File: src/rtl/butterfly_r2_pipe_pkg.sv
// Shared widths and arithmetic helpers for the radix-2 butterfly pipeline.
package bfly_pkg;

   localparam int DEF_IN_W  = 13;
   localparam int DEF_FRAC  = 9;
   localparam int DEF_TW_W  = 12;
   localparam int DEF_SCALE = 0;

   // Half an LSB of the post-shift product, giving round-half-up
   function automatic int rnd_const(input int twW);
      return 1 << (twW - 3);
   endfunction

   function automatic int sat_clip(input int x, input int w);
      int maxV;
      int minV;
      maxV = (1 << (w - 1)) - 1;
      minV = -(1 << (w - 1));
      if (x > maxV) return maxV;
      if (x < minV) return minV;
      return x;
   endfunction

endpackage

File: src/rtl/butterfly_r2_pipe_if.sv
// Operand, twiddle, result and handshake bundle of the butterfly.
interface butterfly_r2_pipe_if #(
   parameter int IN_W  = 13,
   parameter int TW_W  = 12,
   parameter int OUT_W = 14
);
   logic                    in_valid;
   logic                    in_ready;
   logic                    inverse;
   logic signed [IN_W-1:0]  ui_re;
   logic signed [IN_W-1:0]  ui_im;
   logic signed [IN_W-1:0]  li_re;
   logic signed [IN_W-1:0]  li_im;
   logic signed [TW_W-1:0]  tw_re;
   logic signed [TW_W-1:0]  tw_im;
   logic                    out_valid;
   logic                    out_ready;
   logic signed [OUT_W-1:0] uo_re;
   logic signed [OUT_W-1:0] uo_im;
   logic signed [OUT_W-1:0] lo_re;
   logic signed [OUT_W-1:0] lo_im;
   logic                    sat_flag;
   logic                    sat_clr;

   modport slave (
      input  in_valid, inverse, ui_re, ui_im, li_re, li_im, tw_re, tw_im,
      input  out_ready, sat_clr,
      output in_ready, out_valid, uo_re, uo_im, lo_re, lo_im, sat_flag
   );

   modport master (
      output in_valid, inverse, ui_re, ui_im, li_re, li_im, tw_re, tw_im,
      output out_ready, sat_clr,
      input  in_ready, out_valid, uo_re, uo_im, lo_re, lo_im, sat_flag
   );
endinterface

File: src/rtl/butterfly_r2_pipe_mult.sv
// Complex multiply LI * W' (W' conjugated for inverse) with round-half-up
// rescaling back to the data format.
module cmplx_mult_rnd
   import bfly_pkg::*;
#(
   parameter int IN_W = DEF_IN_W,
   parameter int TW_W = DEF_TW_W
)(
   input  logic signed [IN_W-1:0] i_liRe,
   input  logic signed [IN_W-1:0] i_liIm,
   input  logic signed [TW_W-1:0] i_twRe,
   input  logic signed [TW_W-1:0] i_twIm,
   input  logic                   i_inverse,
   output logic signed [IN_W+2:0] o_pRe,
   output logic signed [IN_W+2:0] o_pIm
);
   localparam int PW = IN_W + TW_W + 1;
   localparam int SH = TW_W - 2;
   localparam logic signed [PW-1:0] RND = PW'(rnd_const(TW_W));

   logic signed [PW-1:0] w_liRe;
   logic signed [PW-1:0] w_liIm;
   logic signed [PW-1:0] w_twRe;
   logic signed [PW-1:0] w_twIm;
   logic signed [PW-1:0] w_accRe;
   logic signed [PW-1:0] w_accIm;
   logic                 w_unused;

   // Extend before negating so conj of the most negative twiddle stays exact
   assign w_liRe = PW'(i_liRe);
   assign w_liIm = PW'(i_liIm);
   assign w_twRe = PW'(i_twRe);
   assign w_twIm = i_inverse ? -PW'(i_twIm) : PW'(i_twIm);

   assign w_accRe = w_liRe * w_twRe - w_liIm * w_twIm + RND;
   assign w_accIm = w_liRe * w_twIm + w_liIm * w_twRe + RND;

   assign o_pRe    = w_accRe[PW-1:SH];
   assign o_pIm    = w_accIm[PW-1:SH];
   assign w_unused = ^{w_accRe[SH-1:0], w_accIm[SH-1:0]};

endmodule

File: src/rtl/butterfly_r2_pipe.sv
// Three-stage pipelined radix-2 DIT butterfly: UO = UI + LI*W', LO = UI - LI*W',
// with optional halving, saturation and a sticky saturation flag.
module butterfly_r2_pipe
   import bfly_pkg::*;
#(
   parameter int IN_W  = DEF_IN_W,
   parameter int FRAC  = DEF_FRAC,
   parameter int TW_W  = DEF_TW_W,
   parameter int SCALE = DEF_SCALE
)(
   input logic                clk,
   input logic                rst_n,
   butterfly_r2_pipe_if.slave bus
);
   localparam int OUT_W = (SCALE != 0) ? IN_W : IN_W + 1;
   localparam int P_W   = IN_W + 3;
   localparam int SUM_W = IN_W + 4;

   logic                    r_s1Valid;
   logic                    r_s1Inv;
   logic signed [IN_W-1:0]  r_s1UiRe;
   logic signed [IN_W-1:0]  r_s1UiIm;
   logic signed [IN_W-1:0]  r_s1LiRe;
   logic signed [IN_W-1:0]  r_s1LiIm;
   logic signed [TW_W-1:0]  r_s1TwRe;
   logic signed [TW_W-1:0]  r_s1TwIm;

   logic                    r_s2Valid;
   logic signed [IN_W-1:0]  r_s2UiRe;
   logic signed [IN_W-1:0]  r_s2UiIm;
   logic signed [P_W-1:0]   r_s2PRe;
   logic signed [P_W-1:0]   r_s2PIm;

   logic                    r_s3Valid;
   logic signed [OUT_W-1:0] r_s3UoRe;
   logic signed [OUT_W-1:0] r_s3UoIm;
   logic signed [OUT_W-1:0] r_s3LoRe;
   logic signed [OUT_W-1:0] r_s3LoIm;
   logic                    r_satFlag;

   logic                    w_s3Take;
   logic                    w_s2Take;
   logic                    w_s2Adv;
   logic                    w_s1Adv;
   logic                    w_inReady;
   logic                    w_inXfer;
   logic signed [P_W-1:0]   w_pRe;
   logic signed [P_W-1:0]   w_pIm;
   logic signed [SUM_W-1:0] w_sum    [4];
   logic signed [SUM_W-1:0] w_scaled [4];
   int                      w_val    [4];
   int                      w_clip   [4];
   logic                    w_satAny;
   logic                    w_unused;

   // A stage may load when it is empty or its content moves on this edge
   assign w_s3Take  = !r_s3Valid || bus.out_ready;
   assign w_s2Adv   = r_s2Valid && w_s3Take;
   assign w_s2Take  = !r_s2Valid || w_s2Adv;
   assign w_s1Adv   = r_s1Valid && w_s2Take;
   assign w_inReady = !r_s1Valid || w_s1Adv;
   assign w_inXfer  = bus.in_valid && w_inReady;

   always_ff @(posedge clk or negedge rst_n) begin
      if (!rst_n) begin
         r_s1Valid <= 1'b0;
         r_s1Inv   <= 1'b0;
         r_s1UiRe  <= '0;
         r_s1UiIm  <= '0;
         r_s1LiRe  <= '0;
         r_s1LiIm  <= '0;
         r_s1TwRe  <= '0;
         r_s1TwIm  <= '0;
      end else begin
         if (w_inReady) r_s1Valid <= bus.in_valid;
         if (w_inXfer) begin
            r_s1Inv  <= bus.inverse;
            r_s1UiRe <= bus.ui_re;
            r_s1UiIm <= bus.ui_im;
            r_s1LiRe <= bus.li_re;
            r_s1LiIm <= bus.li_im;
            r_s1TwRe <= bus.tw_re;
            r_s1TwIm <= bus.tw_im;
         end
      end
   end

   cmplx_mult_rnd #(
      .IN_W (IN_W),
      .TW_W (TW_W)
   ) u_mult (
      .i_liRe    (r_s1LiRe),
      .i_liIm    (r_s1LiIm),
      .i_twRe    (r_s1TwRe),
      .i_twIm    (r_s1TwIm),
      .i_inverse (r_s1Inv),
      .o_pRe     (w_pRe),
      .o_pIm     (w_pIm)
   );

   always_ff @(posedge clk or negedge rst_n) begin
      if (!rst_n) begin
         r_s2Valid <= 1'b0;
         r_s2UiRe  <= '0;
         r_s2UiIm  <= '0;
         r_s2PRe   <= '0;
         r_s2PIm   <= '0;
      end else begin
         if (w_s2Take) r_s2Valid <= r_s1Valid;
         if (w_s1Adv) begin
            r_s2UiRe <= r_s1UiRe;
            r_s2UiIm <= r_s1UiIm;
            r_s2PRe  <= w_pRe;
            r_s2PIm  <= w_pIm;
         end
      end
   end

   // Order of components: UO re, UO im, LO re, LO im
   always_comb begin
      w_satAny = 1'b0;
      w_sum[0] = SUM_W'(r_s2UiRe) + SUM_W'(r_s2PRe);
      w_sum[1] = SUM_W'(r_s2UiIm) + SUM_W'(r_s2PIm);
      w_sum[2] = SUM_W'(r_s2UiRe) - SUM_W'(r_s2PRe);
      w_sum[3] = SUM_W'(r_s2UiIm) - SUM_W'(r_s2PIm);
      for (int k = 0; k < 4; k++) begin
         w_scaled[k] = (SCALE != 0) ? ((w_sum[k] + SUM_W'(1)) >>> 1) : w_sum[k];
         w_val[k]    = int'(w_scaled[k]);
         w_clip[k]   = sat_clip(w_val[k], OUT_W);
         if (w_clip[k] != w_val[k]) w_satAny = 1'b1;
      end
   end

   assign w_unused = ^{w_clip[0][31:OUT_W], w_clip[1][31:OUT_W],
                       w_clip[2][31:OUT_W], w_clip[3][31:OUT_W]};

   always_ff @(posedge clk or negedge rst_n) begin
      if (!rst_n) begin
         r_s3Valid <= 1'b0;
         r_s3UoRe  <= '0;
         r_s3UoIm  <= '0;
         r_s3LoRe  <= '0;
         r_s3LoIm  <= '0;
      end else begin
         if (w_s3Take) r_s3Valid <= r_s2Valid;
         if (w_s2Adv) begin
            r_s3UoRe <= w_clip[0][OUT_W-1:0];
            r_s3UoIm <= w_clip[1][OUT_W-1:0];
            r_s3LoRe <= w_clip[2][OUT_W-1:0];
            r_s3LoIm <= w_clip[3][OUT_W-1:0];
         end
      end
   end

   // A fresh saturation outranks a simultaneous clear
   always_ff @(posedge clk or negedge rst_n) begin
      if (!rst_n)                    r_satFlag <= 1'b0;
      else if (w_s2Adv && w_satAny)  r_satFlag <= 1'b1;
      else if (bus.sat_clr)          r_satFlag <= 1'b0;
   end

   assign bus.in_ready  = w_inReady;
   assign bus.out_valid = r_s3Valid;
   assign bus.uo_re     = r_s3UoRe;
   assign bus.uo_im     = r_s3UoIm;
   assign bus.lo_re     = r_s3LoRe;
   assign bus.lo_im     = r_s3LoIm;
   assign bus.sat_flag  = r_satFlag;

endmodule

File: src/flat_wrapper.sv
// flat-port wrapper written by rule: the top's interface ports become plain ports
module butterfly_r2_pipe_flat import bfly_pkg::*;
#(
   parameter int IN_W  = DEF_IN_W,
   parameter int FRAC  = DEF_FRAC,
   parameter int TW_W  = DEF_TW_W,
   parameter int SCALE = DEF_SCALE
)
  (clk, rst_n, bus_in_valid, bus_inverse, bus_ui_re, bus_ui_im, bus_li_re, bus_li_im, bus_tw_re, bus_tw_im, bus_out_ready, bus_sat_clr, bus_in_ready, bus_out_valid, bus_uo_re, bus_uo_im, bus_lo_re, bus_lo_im, bus_sat_flag);
  butterfly_r2_pipe_if #(.IN_W(IN_W), .TW_W(TW_W)) bus_i ();
  input logic clk;
  input logic rst_n;
  input wire logic [$bits(bus_i.in_valid)-1:0] bus_in_valid;
  input wire logic [$bits(bus_i.inverse)-1:0] bus_inverse;
  input wire logic [$bits(bus_i.ui_re)-1:0] bus_ui_re;
  input wire logic [$bits(bus_i.ui_im)-1:0] bus_ui_im;
  input wire logic [$bits(bus_i.li_re)-1:0] bus_li_re;
  input wire logic [$bits(bus_i.li_im)-1:0] bus_li_im;
  input wire logic [$bits(bus_i.tw_re)-1:0] bus_tw_re;
  input wire logic [$bits(bus_i.tw_im)-1:0] bus_tw_im;
  input wire logic [$bits(bus_i.out_ready)-1:0] bus_out_ready;
  input wire logic [$bits(bus_i.sat_clr)-1:0] bus_sat_clr;
  output wire logic [$bits(bus_i.in_ready)-1:0] bus_in_ready;
  output wire logic [$bits(bus_i.out_valid)-1:0] bus_out_valid;
  output wire logic [$bits(bus_i.uo_re)-1:0] bus_uo_re;
  output wire logic [$bits(bus_i.uo_im)-1:0] bus_uo_im;
  output wire logic [$bits(bus_i.lo_re)-1:0] bus_lo_re;
  output wire logic [$bits(bus_i.lo_im)-1:0] bus_lo_im;
  output wire logic [$bits(bus_i.sat_flag)-1:0] bus_sat_flag;
  assign bus_i.in_valid = bus_in_valid;
  assign bus_i.inverse = bus_inverse;
  assign bus_i.ui_re = bus_ui_re;
  assign bus_i.ui_im = bus_ui_im;
  assign bus_i.li_re = bus_li_re;
  assign bus_i.li_im = bus_li_im;
  assign bus_i.tw_re = bus_tw_re;
  assign bus_i.tw_im = bus_tw_im;
  assign bus_i.out_ready = bus_out_ready;
  assign bus_i.sat_clr = bus_sat_clr;
  assign bus_in_ready = bus_i.in_ready;
  assign bus_out_valid = bus_i.out_valid;
  assign bus_uo_re = bus_i.uo_re;
  assign bus_uo_im = bus_i.uo_im;
  assign bus_lo_re = bus_i.lo_re;
  assign bus_lo_im = bus_i.lo_im;
  assign bus_sat_flag = bus_i.sat_flag;
  butterfly_r2_pipe #(.IN_W(IN_W), .FRAC(FRAC), .TW_W(TW_W), .SCALE(SCALE)) u_core (.clk(clk), .rst_n(rst_n), .bus(bus_i));
endmodule
File: config.mk
export PLATFORM = sky130hd
export DESIGN_NAME = butterfly_r2_pipe_flat
export DESIGN_NICKNAME = d
export VERILOG_FILES = /design/src/rtl/butterfly_r2_pipe_pkg.sv /design/src/rtl/butterfly_r2_pipe_if.sv /design/src/rtl/butterfly_r2_pipe_mult.sv /design/src/rtl/butterfly_r2_pipe.sv /design/src/flat_wrapper.sv
export SDC_FILE = /design/constraint.sdc
export NUM_CORES = 2
export LEC_CHECK = 0
export CAP_MARGIN = 5
export CORE_MARGIN = 2
export CORE_UTILIZATION = 30
export CTS_BUF_LIST = sky130_fd_sc_hd__clkbuf_8
export CTS_CLUSTER_SIZE = 16
export DETAILED_ROUTE_END_ITERATION = 8
export GPL_ROUTABILITY_DRIVEN = 0
export GPL_TIMING_DRIVEN = 0
export PLACE_DENSITY = 0.52
export SYNTH_ARGS = -nofsm -noshare
export SYNTH_HDL_FRONTEND = slang
export SYNTH_SLANG_ARGS = --single-unit
File: constraint.sdc
create_clock -name clk -period 8.3 [get_ports clk]
set_clock_uncertainty 0.05 [all_clocks]
set_input_delay 2.075 -clock clk [delete_from_list [all_inputs] [get_ports clk]]
set_output_delay 2.075 -clock clk [all_outputs]
set_load 0.01 [all_outputs]
==> metrics <==
Distinct cells, synth 84; Worst-Margin Slew around 1.4 ns; synth-to-layout area growth 13.7%; CTS Buffer Depth 2; final setup vio count 0; Hold Path Stages 1; # IOs around 140; Worst EP required around 8.7 ns; via count about 28,000; CP startpoint u_core.r_s1TwIm[0]; RSZ-0062 raised after global routing true; crit path max fanout 10; clk_lat worst skew ~0.6 ns; hpwl dp roughly 100 mm; Die X between 300 and 400 um; WL/cell ~21 um; # nets final 5,427; min-delay src u_core.r_s1UiIm[12]; crit-path max cell delay ~0.54 ns; CP Capture Type register; largest net degree at the start of global routing between 100 and 150; TritonCTS clock tree done; CTS buffer count 17; Mapped Cells about 4,100; vias in the first global route 29,168; Buffers on Ports between 100 and 150; gr ovfl total 0; r2r worst-path depth 29; Worst Hold Class register to register; starting DRC count in detailed routing around 2,100; slowest CP cell fa_1; max cap viols 0; row cnt roughly 130; startpoint types register; DR WL met2 a little under 60 mm; Critical Path Most Common Cell fa_1; DRT Pass-1 Iters 5; FILL cells 13,157; gr usage total 19.7%; initial core utilization between 30% and 40%; yosys warns 0; Multi-input gate area about 30,000 um^2; Mapped Avg Cell Area 9.35 um^2; CP Depth 29; minimum clock period 8.21 ns; reg2reg start u_core.r_s1TwIm[0]; WP data arrival approximately 8.6 ns; Placed Instances ~6,000; Top Metal Used met4; Placeable Area 127,000 um^2; Async S/R FF share, synth 100%; DRT antenna net count 0; most frequent cells in the layout inv_1 (1,042), fa_1 (772), nand2_1 (441); status complete, no violations; CTS HTree Levels 4; final slew viol count 0; met1 WL around 55 mm; ys flop type dfrtp_1; clk slew on worst S/H paths roughly 0.13 ns; fmax about 120 MHz; share of cells above drive strength 1 approximately 8%; Reg area slightly below 5000 um^2; Finished Layout Cells between 5,000 and 6,000; final setup TNS 0 ns; final hold violation count 0; Post-synth EDFFs 0; die area around 130,000 um^2; Hold Slack approximately 0.45 ns; Seq/Total Area, Yosys around 13%; Setup CP Type register to register; #FFs+latches synth ~200; wire length on met3 around 7.7 mm; Num Clock Sinks 195; post-synthesis net count 5,224; period utilization between 90% and 100%; commonest non-fill, non-tap cell in the layout inv_1; largest delay contributor family on the critical path adder cells; DRT Wirelength approximately 130 mm; DIE HEIGHT roughly 360 um; initial antenna violation count 6; Avg Vias per Cell approximately 4.7; WP buf/inv 5; global-route wire length before repair around 190 mm; Cell Area, Synth between 30,000 and 40,000 um^2; Remaining DRCs 0; root buf cell clkbuf_8; Rel. slew slack 8.60%
==> state kept, by name (all words and copies together) (netlist names), 12 cells and up <==
signal,flops
u_core.bus.uo_im,14
u_core.r_s2UiIm,13
u_core.r_s1LiIm,13
u_core.r_s1TwRe,12
u_core.r_s2PRe,16
u_core.bus.lo_re,14
u_core.r_s2UiRe,13
u_core.bus.lo_im,14
u_core.bus.uo_re,14
u_core.r_s1UiIm,13
u_core.r_s1LiRe,13
u_core.r_s1UiRe,13
u_core.r_s2PIm,16
u_core.r_s1TwIm,12
==> cell families (layout without fill, tap and decap cells) <==
family                     after synthesis  count (layout)  synth area share, %
muxes                                  108             108                 3.16
xor gates and xnor gates               155             155                 3.54
and+or+nand+nor                       1042            1042                 13.3
buffers and inverters                 1238            1453                 12.2
adders and majority gates             1038            1038                 49.0
AOI/OAI and AO/OA                      328             328                 6.09
other                                    0               4                    0
DFF                                    195             195                 12.7
==> synthesized netlist by cell type (3+ instances only) <==
library cell  number  area share (%)
ha_1             264             8.6
and3_1             9            0.15
o21ai_1            8            0.10
a31o_2             3           0.068
a2111oi_0          5            0.11
nor2_1           120             1.2
a41oi_1            4           0.091
buf_2              5           0.065
a31oi_1           12            0.20
mux2_2           106             3.1
xor2_1            26            0.59
a21oi_1           63            0.82
a21oi_2            3           0.068
xnor2_1          129             2.9
nand2b_1          46            0.75
dfrtp_1          195              13
and2_1           303             4.9
o21bai_1           9            0.18
o211ai_1          26            0.51
inv_1           1044              10
nand2_1          449             4.4
a211oi_1           4           0.078
clkbuf_1         176             1.7
o21ai_0           62            0.81
o31ai_1           11            0.22
o311ai_0           3           0.068
o21a_1            30            0.59
nor4_1             6           0.098
or4_1              5           0.098
o41ai_1            4           0.091
nor3_1            27            0.35
fa_1             774              40
or3_1              7            0.11
or2_2              8            0.13
nand4_1           11            0.18
o22a_1            23            0.53
buf_1              7           0.068
nand3_1            9            0.12
nor2b_1           29            0.47
a21o_1            21            0.41
==> what timing repair did <==
| item | CTS | global route |
|---|---|---|
| setup buffers | 27 | 16 |
| endpoints found under the setup margin | 31 | 15 |
| pin swaps | 33 | 39 |
| hold buffers | 0 | 0 |
| resized for setup | 156 | 48 |
==> path summary, 6_finish.rpt <==
check | end | slack (ns)
min in group asynchronous | u_core.r_s1UiRe[1] | 1.47
max | u_core.r_s2PIm[14] | 0.09
max in group asynchronous | u_core.r_s1TwIm[8] | 5.64
min | u_core.r_s2UiIm[12] | 0.45
max reg2reg | u_core.r_s2PIm[14] | 0.09
min reg2reg | u_core.r_s2UiIm[12] | 0.45
==> layer usage <==
metal,track usage [%],up-vias
li1,-,12541
met1,27.1,14312
met2,32.3,882
met3,2.82,126
met4,5.85,0
met5,0,-
==> per-stage QoR <==
stage / area, um^2 / utilization, % / worst slack [ns]
after detailed placement: 41900 / 33.0 / -2.98
after CTS: 43300 / 34.0 / 0.000312
after floorplan: 38400 / - / 0.491
after global placement: 41900 / 32.9 / -3.95
after global routing: 43600 / 34.3 / -0.155
final: 43600 / 34.3 / 0.0861
==> layout make-up <==
cell class	instances	share of cell area, %
Tap cell	1662	4.77
Sequential cell	195	11.2
Inverter	1045	9.00
Clock buffer	19	0.599
Clock inverter	12	0.324
Multi-Input combinational cell	2671	67.6
Antenna cell	4	0.0229
Buffer	189	2.17
Timing Repair Buffer	188	4.26
Power is not shown: default switching activity piles up to over one toggle a cycle in this logic, so the estimate is an artifact.
